===== src/rtl/key_click_decoder_pkg.sv =====
// Shared definitions for the key click decoder: FSM states, click-count codes
// and the default gap window.
package key_click_decoder_pkg;

  typedef enum logic {
    ST_IDLE    = 1'b0,
    ST_COLLECT = 1'b1
  } kcd_state_t;

  localparam logic [1:0] CLICK_NONE   = 2'd0;
  localparam logic [1:0] CLICK_SINGLE = 2'd1;
  localparam logic [1:0] CLICK_DOUBLE = 2'd2;
  localparam logic [1:0] CLICK_TRIPLE = 2'd3;

  // 40 ticks of 8 ms = 320 ms between pulses of one gesture
  localparam int WINDOW_TICKS_DEF = 40;

  // A gesture closes as soon as this many clicks have been seen
  localparam int MAX_CLICKS = 3;

endpackage


===== src/rtl/key_click_decoder_if.sv =====
// Key-pulse input and gesture outputs of the click decoder.
// master = producer of key pulses / consumer of gestures, slave = decoder.
interface key_click_decoder_if;
  logic       key_pulse;
  logic       single_click;
  logic       double_click;
  logic       triple_click;
  logic [1:0] click_count;
  logic       busy;

  modport master (
    output key_pulse,
    input  single_click,
    input  double_click,
    input  triple_click,
    input  click_count,
    input  busy
  );

  modport slave (
    input  key_pulse,
    output single_click,
    output double_click,
    output triple_click,
    output click_count,
    output busy
  );
endinterface


===== src/rtl/key_click_decoder.sv =====
// Groups debounced key-release pulses into gestures and classifies each as a
// single, double or triple click.
//
// state      | meaning
// ST_IDLE    | no gesture in progress, waiting for the first pulse
// ST_COLLECT | gesture open, counting clicks and the gap since the last one
module key_click_decoder
  import key_click_decoder_pkg::*;
#(
  parameter int WINDOW_TICKS = WINDOW_TICKS_DEF
) (
  input  logic               clk_8ms,
  input  logic               rst_n,
  input  logic               rst_sync,
  key_click_decoder_if.slave bus
);

  localparam int              GAP_W     = $clog2(WINDOW_TICKS);
  localparam logic [GAP_W-1:0] GAP_LAST = GAP_W'(WINDOW_TICKS - 1);
  localparam logic [1:0]       CLICK_MAX = 2'(MAX_CLICKS);

  kcd_state_t       r_state;
  logic [1:0]       r_clicks;
  logic [GAP_W-1:0] r_gap;
  logic             r_single;
  logic             r_double;
  logic             r_triple;
  logic [1:0]       r_count;
  logic             r_busy;

  logic [1:0]       w_clicks_inc;
  logic             w_fire;
  logic [1:0]       w_fire_count;

  // Decide whether this edge closes the gesture; a pulse on the last gap tick wins
  always_comb begin
    w_clicks_inc = r_clicks + 2'd1;
    w_fire       = 1'b0;
    w_fire_count = CLICK_NONE;
    if (r_state == ST_COLLECT) begin
      if (bus.key_pulse) begin
        if (w_clicks_inc == CLICK_MAX) begin
          w_fire       = 1'b1;
          w_fire_count = w_clicks_inc;
        end
      end else if (r_gap == GAP_LAST) begin
        w_fire       = 1'b1;
        w_fire_count = r_clicks;
      end
    end
  end

  // Gesture FSM with registered classification pulses, held count and busy
  always_ff @(posedge clk_8ms or negedge rst_n) begin
    if (!rst_n) begin
      r_state  <= ST_IDLE;
      r_clicks <= 2'd0;
      r_gap    <= '0;
      r_single <= 1'b0;
      r_double <= 1'b0;
      r_triple <= 1'b0;
      r_count  <= CLICK_NONE;
      r_busy   <= 1'b0;
    end else if (rst_sync) begin
      r_state  <= ST_IDLE;
      r_clicks <= 2'd0;
      r_gap    <= '0;
      r_single <= 1'b0;
      r_double <= 1'b0;
      r_triple <= 1'b0;
      r_count  <= CLICK_NONE;
      r_busy   <= 1'b0;
    end else begin
      r_single <= 1'b0;
      r_double <= 1'b0;
      r_triple <= 1'b0;
      if (w_fire) begin
        r_single <= (w_fire_count == CLICK_SINGLE);
        r_double <= (w_fire_count == CLICK_DOUBLE);
        r_triple <= (w_fire_count == CLICK_TRIPLE);
        r_count  <= w_fire_count;
      end
      if (r_state == ST_IDLE) begin
        if (bus.key_pulse) begin
          r_state  <= ST_COLLECT;
          r_clicks <= 2'd1;
          r_gap    <= '0;
          r_busy   <= 1'b1;
        end else begin
          r_busy   <= 1'b0;
        end
      end else begin
        if (w_fire) begin
          r_state  <= ST_IDLE;
          r_clicks <= 2'd0;
          r_gap    <= '0;
          r_busy   <= 1'b0;
        end else if (bus.key_pulse) begin
          r_clicks <= w_clicks_inc;
          r_gap    <= '0;
        end else begin
          r_gap    <= r_gap + 1'b1;
        end
      end
    end
  end

  assign bus.single_click = r_single;
  assign bus.double_click = r_double;
  assign bus.triple_click = r_triple;
  assign bus.click_count  = r_count;
  assign bus.busy         = r_busy;

endmodule


===== src/flat_wrapper.sv =====
// flat-port wrapper written by rule: the top's interface ports become plain ports
module key_click_decoder_flat import key_click_decoder_pkg::*;
#(
  parameter int WINDOW_TICKS = WINDOW_TICKS_DEF
)
  (clk_8ms, rst_n, rst_sync, bus_key_pulse, bus_single_click, bus_double_click, bus_triple_click, bus_click_count, bus_busy);
  key_click_decoder_if bus_i ();
  input  logic clk_8ms;
  input  logic rst_n;
  input  logic rst_sync;
  input wire logic [$bits(bus_i.key_pulse)-1:0] bus_key_pulse;
  output wire logic [$bits(bus_i.single_click)-1:0] bus_single_click;
  output wire logic [$bits(bus_i.double_click)-1:0] bus_double_click;
  output wire logic [$bits(bus_i.triple_click)-1:0] bus_triple_click;
  output wire logic [$bits(bus_i.click_count)-1:0] bus_click_count;
  output wire logic [$bits(bus_i.busy)-1:0] bus_busy;
  assign bus_i.key_pulse = bus_key_pulse;
  assign bus_single_click = bus_i.single_click;
  assign bus_double_click = bus_i.double_click;
  assign bus_triple_click = bus_i.triple_click;
  assign bus_click_count = bus_i.click_count;
  assign bus_busy = bus_i.busy;
  key_click_decoder #(.WINDOW_TICKS(WINDOW_TICKS)) u_core (.clk_8ms(clk_8ms), .rst_n(rst_n), .rst_sync(rst_sync), .bus(bus_i));
endmodule

===== config.mk =====
export PLATFORM = sky130hd
export DESIGN_NAME = key_click_decoder_flat
export DESIGN_NICKNAME = d
export VERILOG_FILES = /design/src/rtl/key_click_decoder_pkg.sv /design/src/rtl/key_click_decoder_if.sv /design/src/rtl/key_click_decoder.sv /design/src/flat_wrapper.sv
export SDC_FILE = /design/constraint.sdc
export NUM_CORES = 1
export LEC_CHECK = 0
export CAP_MARGIN = 40
export CELL_PAD_IN_SITES_DETAIL_PLACEMENT = 1
export CELL_PAD_IN_SITES_GLOBAL_PLACEMENT = 1
export CORE_MARGIN = 5
export CORE_UTILIZATION = 44
export DETAILED_ROUTE_END_ITERATION = 8
export PLACE_DENSITY_LB_ADDON = 0.1
export SETUP_SLACK_MARGIN = 0.2
export SYNTH_ARGS = -nofsm -noshare
export SYNTH_HDL_FRONTEND = slang
export SYNTH_SLANG_ARGS = --single-unit

===== constraint.sdc =====
create_clock -name clk_8ms -period 4.65 [get_ports clk_8ms]
set_input_delay 0.465 -clock clk_8ms [delete_from_list [all_inputs] [get_ports clk_8ms]]
set_output_delay 0.465 -clock clk_8ms [all_outputs]
set_load 0.005 [all_outputs]

==> summary.txt, run 1 <==
Global route
  • Initial antenna violation count: 0
  • First-pass GRT wire length: 3330 um
  • Total grt overflow: 0
  • Number of global-route vias before repair: 725
  • Global-route usage over all layers: 0.169
  • Pin count of the biggest net entering global routing: 16

Detailed routing
  • Vias: 685
  • Routed Antenna Nets: 0
  • Routed wl met3: 66 um
  • Highest metal used: met4
  • Routed length on met2: 913 um
  • Routed len/inst: 15.9 um
  • DRT iter0 DRCs: 4
  • Metal-1 WL: 844 um
  • DR pass1 iterations: 4
  • Via density: 5.81
  • DRC Markers: 0
  • Total routed wirelength: 1880 um

Yosys
  • Largest family of logic cells by synthesized area: simple AND/OR/NAND/NOR gates
  • Seq/Total Area, Yosys: 0.455
  • Fraction of the mapped netlist area in adder cells: 0.0303
  • Post-synth EDFFs: 0
  • Commonest register cell after synthesis: dfrtp_1
  • Synth Area in Compound Gates: 0.186
  • Synth top cells by count: dfrtp_1 (15), nand2_1 (10), nor2_1 (6)
  • Ys async rst share: 1.00
  • Count leader, synth: dfrtp_1
  • Synth Instances: 84
  • Syn nets: 90
  • Avg Inst Size Synth: 9.83 um^2
  • Synth unique cells: 33
  • Post-synth top area share: 0.455
  • Yosys reg bits: 15
  • Largest cells by area after synthesis: dfrtp_1 (45%), nand2_1 (4.5%), a21oi_1 (3.0%)
  • Ys Warns: 0
  • Post-Synth XOR/XNOR Area: 0.0212
  • Mux contribution to synthesized area: 0
  • Simple-Gate Fraction of Synth Area: 0.270
  • Synthesized cell area: 826 um^2
  • Area leader, netlist: dfrtp_1

Final layout
  • Final net count: 100
  • Final instance area: 950 um^2
  • Area delta synth->final: 15.0%
  • Share of cells above drive strength 1: 0.108
  • # fillers: 224
  • N_diodes: 0

Worst setup path
  • Startpoint types: primary input
  • Crit Path Max Fanout: 15
  • FF-to-FF setup slack: 2.96 ns
  • Crit end category: flip-flop
  • Crit path DAT: 2.12 ns
  • CP startpoint: bus_key_pulse
  • Reg2reg path depth: 4
  • Crit path required time: 4.85 ns
  • R2R Path Start: u_core.r_gap[0]$_DFFE_PN0P_
  • FF-to-FF End: u_core.bus.triple_click$_DFF_PN0_
  • End of the critical path: u_core.r_gap[5]$_DFFE_PN0P_
  • CP Class: primary input to flip-flop

CTS
  • CTS tree: yes
  • # resized after CTS: 0
  • H-tree depth: 1
  • CTS clk-pin slew, worst paths: 0.09 ns
  • Clock latency at the later pin of the worst-skew pair: 0.29 ns
  • Setup repair bufs after CTS: 0
  • Hold-fix buffers, CTS: 0
  • CTS Sinks: 15
  • CTS Buf Count: 3
  • Clk root buf: clkbuf_4
  • Maximum clock path buffer count: 2

Die
  • Initial Utilization: 0.468
  • Row count: 15
  • Number of I/O pins: 10
  • Die width: 53.3 um
  • Die footprint: 2840 um^2
  • Total core area: 1760 um^2
  • Die height: 53.3 um

STA
  • WHS: 0.530 ns
  • Final Hold Fails: 0
  • Slew margin rel.: 0.539
  • Clock Skews: 0.00938 ns
  • Final setup fails: 0
  • RSZ-0062 raised after global routing: no
  • Final Cycle Share: 0.413
  • Worst slew pin tran: 0.689 ns
  • Setup TNS: 0 ns
  • Max Clk Rate: 521 MHz
  • Tmin final: 1.92 ns
  • Max-slew violations: 0

Power
  • Combinational power share: 0.084
  • Worst VDD drop: 0.190 mV
  • Sw Share: 0.243
  • Clock power share: 0.319
  • P_leak: 0.393 nW
  • Sequential fraction of design power: 0.597
  • Internal power: 0.174 mW
  • Net Switching: 0.0559 mW
  • Pwr Density: 242 nW/um^2
  • Power Total: 0.230 mW

Outcome
  • Outcome: finished clean

Worst hold path
  • HP Class: flip-flop to flip-flop

Placed design
  • I/O Buffers: 9
  • Dpl cell area: 923 um^2
  • GPL Wtd Cong: 0.755
  • Post-DP HPWL: 1350 um

Flow run
  • Max-cap violations: 0
-- routing by layer --
layer / track usage / up-vias
met1: 0.204 / 338
met2: 0.273 / 12
met4: 0.102 / 0
met3: 0.0338 / 5
li1: - / 330
met5: 0 / -
-- kinds of logic (layout without fill, tap and decap cells) --
| kind of cell | count (synthesis) | after routing |
|---|---|---|
| buffers and inverters | 6 | 15 |
| AOI/OAI and AO/OA | 22 | 22 |
| DFF | 15 | 15 |
| adders and majority gates | 2 | 2 |
| and+or+nand+nor | 37 | 37 |
| xor gates and xnor gates | 2 | 2 |
-- registers in the layout (all words and copies together), names as in the netlist --
signal and count:
u_core.bus.triple_click 1, u_core.bus.busy 1, u_core.bus.click_count 2, u_core.bus.single_click 1, u_core.r_gap 6, u_core.r_clicks 2, u_core.bus.double_click 1, u_core.r_state 1
-- how the worst min path moves through the flow --
stage | start | endpoint | slack (ns) | cells past startpoint
final | u_core.r_clicks[0]$_DFFE_PN0P_ | u_core.bus.double_click$_DFF_PN0_ | 0.53 | 1
after global routing | u_core.r_clicks[0]$_DFFE_PN0P_ | u_core.bus.double_click$_DFF_PN0_ | 0.59 | 1
after CTS | u_core.r_clicks[0]$_DFFE_PN0P_ | u_core.bus.double_click$_DFF_PN0_ | 0.54 | 1
after detailed placement | u_core.r_clicks[0]$_DFFE_PN0P_ | u_core.bus.double_click$_DFF_PN0_ | 0.53 | 1
after global placement | u_core.r_clicks[0]$_DFFE_PN0P_ | u_core.bus.double_click$_DFF_PN0_ | 0.53 | 1
after floorplan | rst_n | u_core.bus.busy$_DFFE_PN0P_ | 0.17 | 0
-- worst max-delay path, stage by stage --
cell             delay, ns
clkdlybuf4s50_1       0.63
or4b_2                0.71
o31a_1                0.25
o31ai_1               0.06
-- layout make-up --
cell class,count,area (um^2),area share
multi-input cells,63,419,0.441
flip-flops and latches,15,375,0.395
repair buffers,9,90.1,0.0949
well taps,25,31.3,0.0329
clock buffers,4,26.3,0.0277
inverters,2,7.51,0.00791
-- cell usage in the layout, fill, tap and decap left out, types with 2 or more instances in the layout --
| master | instances |
|---|---|
| a211o_1 | 2 |
| o211ai_1 | 3 |
| nand3_1 | 2 |
| a31oi_1 | 2 |
| nand2_1 | 10 |
| o21ai_0 | 3 |
| nor2_1 | 6 |
| ha_1 | 2 |
| inv_1 | 2 |
| nand4_1 | 2 |
| or4b_2 | 2 |
| nor4_1 | 2 |
| nor2b_1 | 3 |
| xor2_1 | 2 |
| o21a_1 | 2 |
| nor3_1 | 3 |
| clkbuf_4 | 3 |
| a21oi_1 | 5 |
| clkdlybuf4s50_1 | 9 |
| dfrtp_1 | 15 |
-- power by group through the flow --
| stage | registers (mW) | clock network (mW) | logic (mW) |
|---|---|---|---|
| after floorplan | 0.137 | 0 | 0.0127 |
| after global placement | 0.140 | 0 | 0.0190 |
| after detailed placement | 0.140 | 0 | 0.0197 |
| after CTS | 0.137 | 0.0783 | 0.0198 |
| after global routing | 0.138 | 0.0864 | 0.0220 |
| final | 0.137 | 0.0733 | 0.0193 |
-- stage by stage --
step           std cells  worst slack (ns)   util
5_1_grt              118              2.63  0.538
3_5_place_dp         114              2.42  0.523
2_1_floorplan         84              3.13      -
4_1_cts              118              2.73  0.538
6_report             118              2.73  0.538
3_3_place_gp         114              2.46  0.523
Note: power is estimated with default switching activity, not from simulation.
==> inputs of run 2 (changes only) <==
- CORE_UTILIZATION: 44 -> 41
- clock period: 4.65 -> 2 ns (I/O delays scaled with it)
==> run 2 against run 1 <==
Against the previous run: non-clock buffer count increased by 3; combinational power increased to 2.7 times the previous value; via count up 1.5%; global-route usage is 0.22 points lower; critical path depth unchanged; core utilization down 3.5 points; wire length increased by 1.5%; worst setup slack got worse by 2.4 ns; first-iteration DRC count increased by 25%; register-to-register slack lost 2.6 ns; largest cell class unchanged.
==> summary.txt, run 2 (same netlist as run 1, synthesis figures left out) <==
Worst setup path
  • Delay-heaviest family, CP: simple AND/OR/NAND/NOR gates
  • Crit path DAT: 1.85 ns
  • Crit path required time: 2.19 ns
  • FF-to-FF End: u_core.bus.triple_click$_DFF_PN0_
  • FF-to-FF setup slack: 0.34 ns
  • Crit end category: flip-flop
  • Worst-path cell chain: ha_2 -> nand3b_4 -> or4_4 -> a211oi_2
  • Critical path buffers and inverters: 0
  • Crit Path Max Fanout: 9
  • CP Class: flip-flop to flip-flop
  • Reg2reg path depth: 4
  • Startpoint types: flip-flop
  • Slowest stage cell on the critical path: or4_4
  • R2R Path Start: u_core.r_gap[0]$_DFFE_PN0P_
  • Slowest Stage Delay on Critical Path: 0.51 ns

Final layout
  • Share of cells above drive strength 1: 0.146
  • N_diodes: 0
  • Final net count: 103
  • Most common cell after layout, fill and taps aside: dfrtp_1
  • # fillers: 242
  • Final Core Density: 0.503
  • Number of flip-flops in the largest register: 6
  • Area delta synth->final: 18.3%
  • Most frequent cells in the layout: dfrtp_1 (15), nand2_1 (10), clkdlybuf4s50_1 (9), nor2_1 (6), a21oi_1 (5)
  • Largest Register: u_core.r_gap

Die
  • Die height: 54.9 um
  • Die footprint: 3010 um^2
  • Number of I/O pins: 10
  • Row count: 16
  • Die width: 54.9 um
  • Total core area: 1940 um^2
  • Initial Utilization: 0.425

CTS
  • CTS tree: yes
  • CTS Sinks: 15
  • CTS clk-pin slew, worst paths: 0.09 ns
  • Maximum clock path buffer count: 2
  • Clock latency at the later pin of the worst-skew pair: 0.28 ns
  • Clk root buf: clkbuf_4
  • Hold-fix buffers, CTS: 0
  • CTS Buf Count: 3
  • H-tree depth: 1

Worst hold path
  • HP Class: primary input to asynchronous set/reset pin

Flow run
  • Max-cap violations: 0

STA
  • RSZ-0062 raised after global routing: no
  • Max-slew violations: 0
  • WHS: 0.317 ns
  • Tmin final: 1.66 ns
  • Slew margin rel.: 0.545
  • Final Hold Fails: 0
  • Worst slew pin tran: 0.680 ns
  • Final Cycle Share: 0.830
  • Setup TNS: 0 ns
  • Clock Skews: 0.00877 ns
  • Max Clk Rate: 602 MHz
  • Final setup fails: 0

Power
  • Internal power: 0.408 mW
  • Power Total: 0.545 mW
  • Sequential fraction of design power: 0.581
  • Net Switching: 0.136 mW
  • Pwr Density: 557 nW/um^2
  • Clock power share: 0.322
  • Combinational power share: 0.097
  • P_leak: 0.404 nW
  • Worst VDD drop: 0.459 mV
  • Sw Share: 0.250

Detailed routing
  • Routed Antenna Nets: 0
  • Vias: 695
  • Via density: 5.65
  • DRC Markers: 0
  • Total routed wirelength: 1910 um
  • DR pass1 iterations: 4
  • DRT iter0 DRCs: 5
  • Routed len/inst: 15.5 um

Global route
  • Global-route usage over all layers: 0.167
  • Initial antenna violation count: 0
  • Pin count of the biggest net entering global routing: 16
  • First-pass GRT wire length: 3460 um
  • Total grt overflow: 0
  • Number of global-route vias before repair: 734

Placed design
  • GPL Wtd Cong: 0.778
  • I/O Buffers: 9
  • Post-DP HPWL: 1460 um

Outcome
  • Outcome: finished clean
run 2: cell types whose count changed in the layout (fill, tap and decap cells not counted):
cell and change:
ha_2 +1, ha_1 -1, buf_4 +3
run 2: how the worst max path moves through the flow:
stage / to / slack, ns / startpoint / cells after the start
2_1_floorplan: u_core.bus.triple_click$_DFF_PN0_ / 0.48 / u_core.r_gap[0]$_DFFE_PN0P_ / 4
3_3_place_gp: u_core.r_gap[5]$_DFFE_PN0P_ / 0.35 / bus_key_pulse / 4
5_1_grt: u_core.bus.triple_click$_DFF_PN0_ / 0.24 / u_core.r_gap[0]$_DFFE_PN0P_ / 4
4_1_cts: u_core.bus.triple_click$_DFF_PN0_ / 0.29 / u_core.r_gap[0]$_DFFE_PN0P_ / 4
6_report: u_core.bus.triple_click$_DFF_PN0_ / 0.34 / u_core.r_gap[0]$_DFFE_PN0P_ / 4
3_5_place_dp: u_core.bus.triple_click$_DFF_PN0_ / 0.29 / bus_key_pulse / 4
run 2: area by class of cell:
| cell class | instances | area [um^2] | share of cell area |
|---|---|---|---|
| flip-flops and latches | 15 | 375 | 0.384 |
| multi-input cells | 63 | 422 | 0.431 |
| clock buffers | 4 | 26.3 | 0.0269 |
| repair buffers | 12 | 113 | 0.115 |
| well taps | 27 | 33.8 | 0.0346 |
| inverters | 2 | 7.51 | 0.00768 |
run 2: layer usage:
metal,part of all wire,GRT usage
met1,0.46,0.200
met2,0.49,0.285
met3,0.035,0.0327
met4,0.016,0.0747
met5,0,0
run 2: metrics by stage:
step                      std cells  setup WS (ns)  instance area [um^2]
after CTS                       123          0.287                   975
after global routing            123          0.239                   977
after global placement          119          0.353                   948
after detailed placement        119          0.289                   948
final                           123          0.339                   977
after floorplan                  84          0.481                   826
run 2: power groups by stage:
stage               sequential (mW)  combinational [mW]  clock, mW
floorplan                     0.320              0.0295          0
global placement              0.322              0.0521          0
detailed placement            0.322              0.0537          0
CTS                           0.316              0.0541      0.182
global route                  0.317              0.0602      0.203
finish                        0.316              0.0530      0.175
run 2: what timing repair did:
| action | in CTS | in global routing |
|---|---|---|
| setup buffers | 0 | 0 |
| gates resized for setup | 0 | 1 |
| endpoints found under the setup margin | 0 | 1 |
